==> src/rtl/azadi_pinmux_pkg.sv <==
// Shared constants, reset values and select-width helper for the pad mux.
// Word-index map: SEL[i] at 0..NUM_PADS-1, DBNC at 62, LOCK at 63.
package azadi_pinmux_pkg;

  localparam int PINMUX_NUM_FUNCS = 4;

  localparam logic [5:0] PINMUX_DBNC_IDX = 6'd62;
  localparam logic [5:0] PINMUX_LOCK_IDX = 6'd63;

  localparam logic PINMUX_LOCK_RST = 1'b0;
  localparam logic PINMUX_OUT_RST  = 1'b0;
  localparam logic PINMUX_OEB_RST  = 1'b1;

  function automatic int sel_width(input int n);
    return (n > 2) ? $clog2(n) : 1;
  endfunction

  typedef logic [sel_width(PINMUX_NUM_FUNCS)-1:0] pinmux_sel_t;

endpackage

==> src/rtl/azadi_pinmux_in.sv <==
// One pad input: 2-flop synchroniser, then optional debounce filter.
// Ports: clk_i, rst_ni, pad_i (raw), dbnc_i (threshold), in_o (clean).
// Debounce present only with AZADI_PINMUX_DEBOUNCE_EN defined.
module azadi_pinmux_in #(
  parameter int DBNC_W = 8
) (
  input  logic              clk_i,
  input  logic              rst_ni,
  input  logic              pad_i,
  input  logic [DBNC_W-1:0] dbnc_i,
  output logic              in_o
);

  logic [1:0] sync_q;
  logic       s;

  always_ff @(posedge clk_i or negedge rst_ni) begin
    if (!rst_ni) sync_q <= '0;
    else         sync_q <= {sync_q[0], pad_i};
  end

  assign s = sync_q[1];

`ifdef AZADI_PINMUX_DEBOUNCE_EN
  logic              q_q;
  logic [DBNC_W-1:0] cnt_q;
  logic [DBNC_W-1:0] thr;

  // A threshold of 0 behaves like 1; >= lets a lowered
  // threshold end an in-flight count immediately.
  assign thr = (dbnc_i == '0) ? '0 : dbnc_i - DBNC_W'(1);

  always_ff @(posedge clk_i or negedge rst_ni) begin
    if (!rst_ni) begin
      q_q   <= 1'b0;
      cnt_q <= '0;
    end else if (s == q_q) begin
      cnt_q <= '0;
    end else if (cnt_q >= thr) begin
      q_q   <= s;
      cnt_q <= '0;
    end else begin
      cnt_q <= cnt_q + DBNC_W'(1);
    end
  end

  assign in_o = q_q;
`else
  logic unused_dbnc;
  assign unused_dbnc = ^dbnc_i;
  assign in_o = s;
`endif

endmodule

==> src/rtl/azadi_pinmux.sv <==
// Register-programmable pad mux: per-pad function select, synchronised
// and optionally debounced inputs (AZADI_PINMUX_DEBOUNCE_EN), sticky lock.
// Ports: clk_i/rst_ni, reg_* access bus with 1-cycle ack, periph_* side,
// pad_* side, lock_o status.
module azadi_pinmux
  import azadi_pinmux_pkg::*;
#(
  parameter int NUM_PADS  = 38,
  parameter int NUM_FUNCS = 4,
  parameter int DBNC_W    = 8
) (
  input  logic                          clk_i,
  input  logic                          rst_ni,
  input  logic                          reg_req_i,
  input  logic                          reg_we_i,
  input  logic [7:0]                    reg_addr_i,
  input  logic [31:0]                   reg_wdata_i,
  output logic [31:0]                   reg_rdata_o,
  output logic                          reg_ack_o,
  input  logic [NUM_FUNCS*NUM_PADS-1:0] periph_out_i,
  input  logic [NUM_FUNCS*NUM_PADS-1:0] periph_oe_i,
  output logic [NUM_PADS-1:0]           periph_in_o,
  input  logic [NUM_PADS-1:0]           pad_in_i,
  output logic [NUM_PADS-1:0]           pad_out_o,
  output logic [NUM_PADS-1:0]           pad_oeb_o,
  output logic                          lock_o
);

  localparam int SW = sel_width(NUM_FUNCS);

  logic [SW-1:0]     sel_q [NUM_PADS];
  logic [DBNC_W-1:0] dbnc_q;
  logic              lock_q;
  logic              ack_q;
  logic [31:0]       rdata_q;
  logic [31:0]       rdata_d;
  logic [5:0]        idx;
  logic              accept;
  logic              wr;
  logic [NUM_PADS-1:0] out_d;
  logic [NUM_PADS-1:0] oe_d;
  logic              unused_bits;

  assign idx    = reg_addr_i[7:2];
  assign accept = reg_req_i & ~ack_q;
  assign wr     = accept & reg_we_i & ~lock_q;

  assign unused_bits = ^{reg_addr_i[1:0], reg_wdata_i};

  always_comb begin
    rdata_d = '0;
    for (int i = 0; i < NUM_PADS; i++)
      if (idx == 6'(i)) rdata_d = 32'(sel_q[i]);
`ifdef AZADI_PINMUX_DEBOUNCE_EN
    if (idx == PINMUX_DBNC_IDX) rdata_d = 32'(dbnc_q);
`endif
    if (idx == PINMUX_LOCK_IDX) rdata_d = {31'b0, lock_q};
  end

  always_ff @(posedge clk_i or negedge rst_ni) begin
    if (!rst_ni) begin
      ack_q   <= 1'b0;
      rdata_q <= '0;
      lock_q  <= PINMUX_LOCK_RST;
      for (int i = 0; i < NUM_PADS; i++) sel_q[i] <= '0;
`ifdef AZADI_PINMUX_DEBOUNCE_EN
      dbnc_q  <= '0;
`endif
    end else begin
      ack_q   <= accept;
      rdata_q <= (accept & ~reg_we_i) ? rdata_d : '0;
      if (accept & reg_we_i & (idx == PINMUX_LOCK_IDX) & reg_wdata_i[0])
        lock_q <= 1'b1;
      for (int i = 0; i < NUM_PADS; i++)
        if (wr && idx == 6'(i)) sel_q[i] <= reg_wdata_i[SW-1:0];
`ifdef AZADI_PINMUX_DEBOUNCE_EN
      if (wr && idx == PINMUX_DBNC_IDX)
        dbnc_q <= reg_wdata_i[DBNC_W-1:0];
`endif
    end
  end

`ifndef AZADI_PINMUX_DEBOUNCE_EN
  assign dbnc_q = '0;
`endif

  always_comb begin
    out_d = '0;
    oe_d  = '0;
    for (int i = 0; i < NUM_PADS; i++)
      for (int f = 0; f < NUM_FUNCS; f++)
        if (sel_q[i] == SW'(f)) begin
          out_d[i] = periph_out_i[f*NUM_PADS+i];
          oe_d[i]  = periph_oe_i[f*NUM_PADS+i];
        end
  end

  always_ff @(posedge clk_i or negedge rst_ni) begin
    if (!rst_ni) begin
      pad_out_o <= {NUM_PADS{PINMUX_OUT_RST}};
      pad_oeb_o <= {NUM_PADS{PINMUX_OEB_RST}};
    end else begin
      pad_out_o <= out_d;
      pad_oeb_o <= ~oe_d;
    end
  end

  for (genvar i = 0; i < NUM_PADS; i++) begin : g_in
    azadi_pinmux_in #(
      .DBNC_W(DBNC_W)
    ) u_in (
      .clk_i (clk_i),
      .rst_ni(rst_ni),
      .pad_i (pad_in_i[i]),
      .dbnc_i(dbnc_q),
      .in_o  (periph_in_o[i])
    );
  end

  assign reg_ack_o   = ack_q;
  assign reg_rdata_o = rdata_q;
  assign lock_o      = lock_q;

endmodule

==> config.mk <==
export PLATFORM = sky130hd
export DESIGN_NAME = azadi_pinmux
export DESIGN_NICKNAME = d
export VERILOG_FILES = /design/src/rtl/azadi_pinmux_pkg.sv /design/src/rtl/azadi_pinmux_in.sv /design/src/rtl/azadi_pinmux.sv
export SDC_FILE = /design/constraint.sdc
export NUM_CORES = 1
export LEC_CHECK = 0
export ABC_AREA = 1
export CAP_MARGIN = 40
export CORE_AREA = 2 2 206 208
export DETAILED_ROUTE_END_ITERATION = 10
export DIE_AREA = 0 0 208 210
export PLACE_DENSITY = 0.68
export SLEW_MARGIN = 20
export SYNTH_ARGS = -nofsm -noshare
export SYNTH_HDL_FRONTEND = slang
export SYNTH_SLANG_ARGS = --single-unit
==> constraint.sdc <==
create_clock -name clk_i -period 1.9 [get_ports clk_i]
set_input_delay 0.475 -clock clk_i [delete_from_list [all_inputs] [get_ports clk_i]]
set_output_delay 0.475 -clock clk_i [all_outputs]
set_load 0.01 [all_outputs]
==> results.py <==
metrics = {
    "grt": {
        "overflow": 0,
        "grt_pass1_vias": 11000,
        "grt_max_degree": 46,
        "grt_pass1_wl_mm": 61.9,
        "grt_usage": 0.184,
        "antenna_found_initial": 2,
    },
    "hold_path": {
        "hp-class": "reg -> reg",
        "hp-start": "g_in[23].u_in.sync_q[0]$_DFF_PN0_",
    },
    "logic_synthesis": {
        "synthCells": 1259,
        "avgSynthCellArea_um2": 8.49,
        "synthArstFlopShare": 1.00,
        "synth_area_leaders": "dfrtp_1, dfstp_2, nand2_1",
        "yosys_warnings": 0,
        "ys_seq_area_frac": 0.547,
        "netlist_area_um2": 10700,
        "synth_top_area_cell": "dfrtp_1",
        "synth_edf_count": 0,
        "netlist-cell-type-count": 24,
        "synth_seq_cells": 232,
        "synth_top_area_frac": 0.454,
        "ys.flop_type": "dfrtp_1",
    },
    "drt": {
        "drc": 0,
        "wl_per_cell_um": 17.5,
        "vias": 10800,
        "vias_per_cell": 4.57,
        "drtPass1Iterations": 5,
        "antenna_left": 0,
        "initialDrtViolationCount": 427,
        "wirelength_mm": 41.7,
    },
    "timing": {
        "rsz0062_at_grt": "yes",
        "tightest_slew_ps": 663,
        "finClkSkew_ps": 8.41,
        "maxSlewViolCount": 0,
        "worst_slew_margin_rel": 0.557,
        "fin_ws_ps": -580,
        "post-route-period-util": 1.31,
        "min_period_ps": 2480,
        "setup_viol": 2,
        "timing.fmax_mhz": 403,
        "hold_violations": 0,
    },
    "finish": {
        "fin_nets": 2199,
        "area_growth_pct": 62.9,
        "final_common_cell": "clkdlybuf4s50_1",
        "nFillCells": 4111,
        "layout_common_cells": "clkdlybuf4s50_1, nand2_1, dfrtp_1",
        "final_cells": 2375,
        "drive_above_1_share": 0.137,
        "fin_area_um2": 17400,
    },
    "critical_path": {
        "crit_start": "sel_q[71]$_DFFE_PN0P_",
        "crit_path_start_kind": "flip-flop",
        "path_max_fanout": 2,
        "arrival_ps": 2930,
        "crit_family": "simple AND/OR/NAND/NOR gates",
        "end_kind": "flip-flop",
        "crit_type": "reg -> reg",
        "r2r-start": "sel_q[71]$_DFFE_PN0P_",
        "slowest_stage": "dfrtp_1",
        "slowest_delay_ps": 390,
        "cp_num_buf_inv": 1,
        "path_cells": "inv_2 > nor2_1 > nor2_1 > nand3_1 > nand2_1 > nand4_1 > nand2_1 > nand4_1 > nor2_1 > nand3_1 > nand2_1 > nand2_1 > nand2_1 > nand2_1 > nand2_1 > nand4_1 > nor2_1 > nand4_1 > nor2_2 > nand4_1 > nand2_1 > nand4_1 > nor2_1 > nor2_1",
        "cp.required_ps": 2350,
        "crit_top_cell": "nand2_1",
    },
    "cts": {
        "clk_pin_slew_ps": 60,
        "worstSkewPairLatency_ps": 550,
        "clockBufferDepth": 3,
        "numCtsBuffers": 27,
        "clock-sinks": 232,
        "clock_tree.root_cell": "clkbuf_16",
        "h-tree-depth": 1,
        "cts_tree": "built",
    },
    "floorplan": {
        "fp.dieH_um": 210,
        "ioPinCount": 534,
        "die_area_um2": 43700,
        "design.core.area_um2": 41500,
        "rows": 75,
        "start_util": 0.258,
        "die_x_um": 208,
    },
    "outcome": {
        "violations": "setup timing",
        "status": "complete, but fails checks",
    },
    "place": {
        "place_ws_ps": -1550,
        "dp_cells": 2320,
        "gp_congestion": 0.891,
        "dpl.hpwl_mm": 33.9,
        "dpl_cell_area_um2": 16600,
        "port_buffers": 471,
    },
    "power_and_ir_drop": {
        "p_leak_uw": 0.00748,
        "peakVddDrop_mv": 0.536,
        "p_total_uw": 13200,
        "power.density_nw_per_um2": 758,
    },
    "flow_run": {
        "cap_violations": 0,
    },
}
flip-flops by register name, indices dropped and copies added, names as in the netlist:
| signal | cells |
|---|---|
| lock_o | 1 |
| pad_oeb_o | 38 |
| g_in.u_in.sync_q | 76 |
| sel_q | 76 |
| reg_ack_o | 1 |
| reg_rdata_o | 2 |
| pad_out_o | 38 |
logic make-up after synthesis:
family	Yosys count	share of synthesized area
simple gates	604	0.241
flops	232	0.547
buf+inv	215	0.101
compound gates	207	0.111
other cells	1	0.000351
per-stage QoR:
stage               setup TNS (ps)   util  hold slack [ps]
detailed placement          -28040  0.401              335
global route                 -1670  0.420              341
CTS                           -926  0.419              336
global placement            -24860  0.401              331
finish                       -1050  0.420              346
floorplan                     -620      -              179
synth_stat cells (2+ instances only):
cell type,number
nand2_2,2
nand3_1,75
o22ai_1,3
nor3_1,116
dfrtp_1,194
nand2_1,252
a21oi_1,13
buf_4,68
a31oi_1,35
inv_1,101
clkbuf_1,42
o21ai_0,117
buf_2,2
nor2_2,5
nand4_1,17
nor2_1,135
o31ai_1,38
dfstp_2,38
layer usage:
layer  GRT usage  share of wire  vias to the layer above
met3      0.0401          0.066                       71
met5           0              0                        -
met4      0.0709          0.035                        0
met2       0.340           0.51                      450
met1       0.207           0.39                     5117
li1            -              -                     5210
layout make-up:
type	instances	area [um2]	area share
multi-input cells	841	3920	0.225
clock inverters	19	180	0.0103
flip-flops and latches	232	5850	0.336
diodes	2	5.00	0.000287
inverters	102	388	0.0223
well taps	539	674	0.0387
clock buffers	31	701	0.0402
repair buffers	609	5700	0.327
where the power goes:
group / total [uW] / switching (uW) / internal [uW]
registers: 5620 / 212 / 5410
clock network: 5160 / 2200 / 2960
logic: 2420 / 1110 / 1310
total: 13200 / 3520 / 9680
final timing paths:
check | slack (ps) | cells past startpoint | to
setup / recovery | -580 | 24 | reg_rdata_o[1]$_DFF_PN0_
hold / removal | 350 | 0 | g_in[23].u_in.sync_q[1]$_DFF_PN0_
setup reg to reg | -580 | 24 | reg_rdata_o[1]$_DFF_PN0_
hold reg to reg | 350 | 0 | g_in[23].u_in.sync_q[1]$_DFF_PN0_
max in group asynchronous | 800 | 3 | pad_oeb_o[0]$_DFF_PN1_
min in group asynchronous | 440 | 2 | sel_q[68]$_DFFE_PN0P_
timing repair:
action	4_1_cts	5_1_grt
hold buffers	1	0
gates cloned	0	0
setup buffers	1	1
setup endpoints to repair	109	11
pin swaps	2	3
hold endpoints to repair	26	0
resized for setup	141	10
No activity file was read; power rests on OpenSTA's default activity.
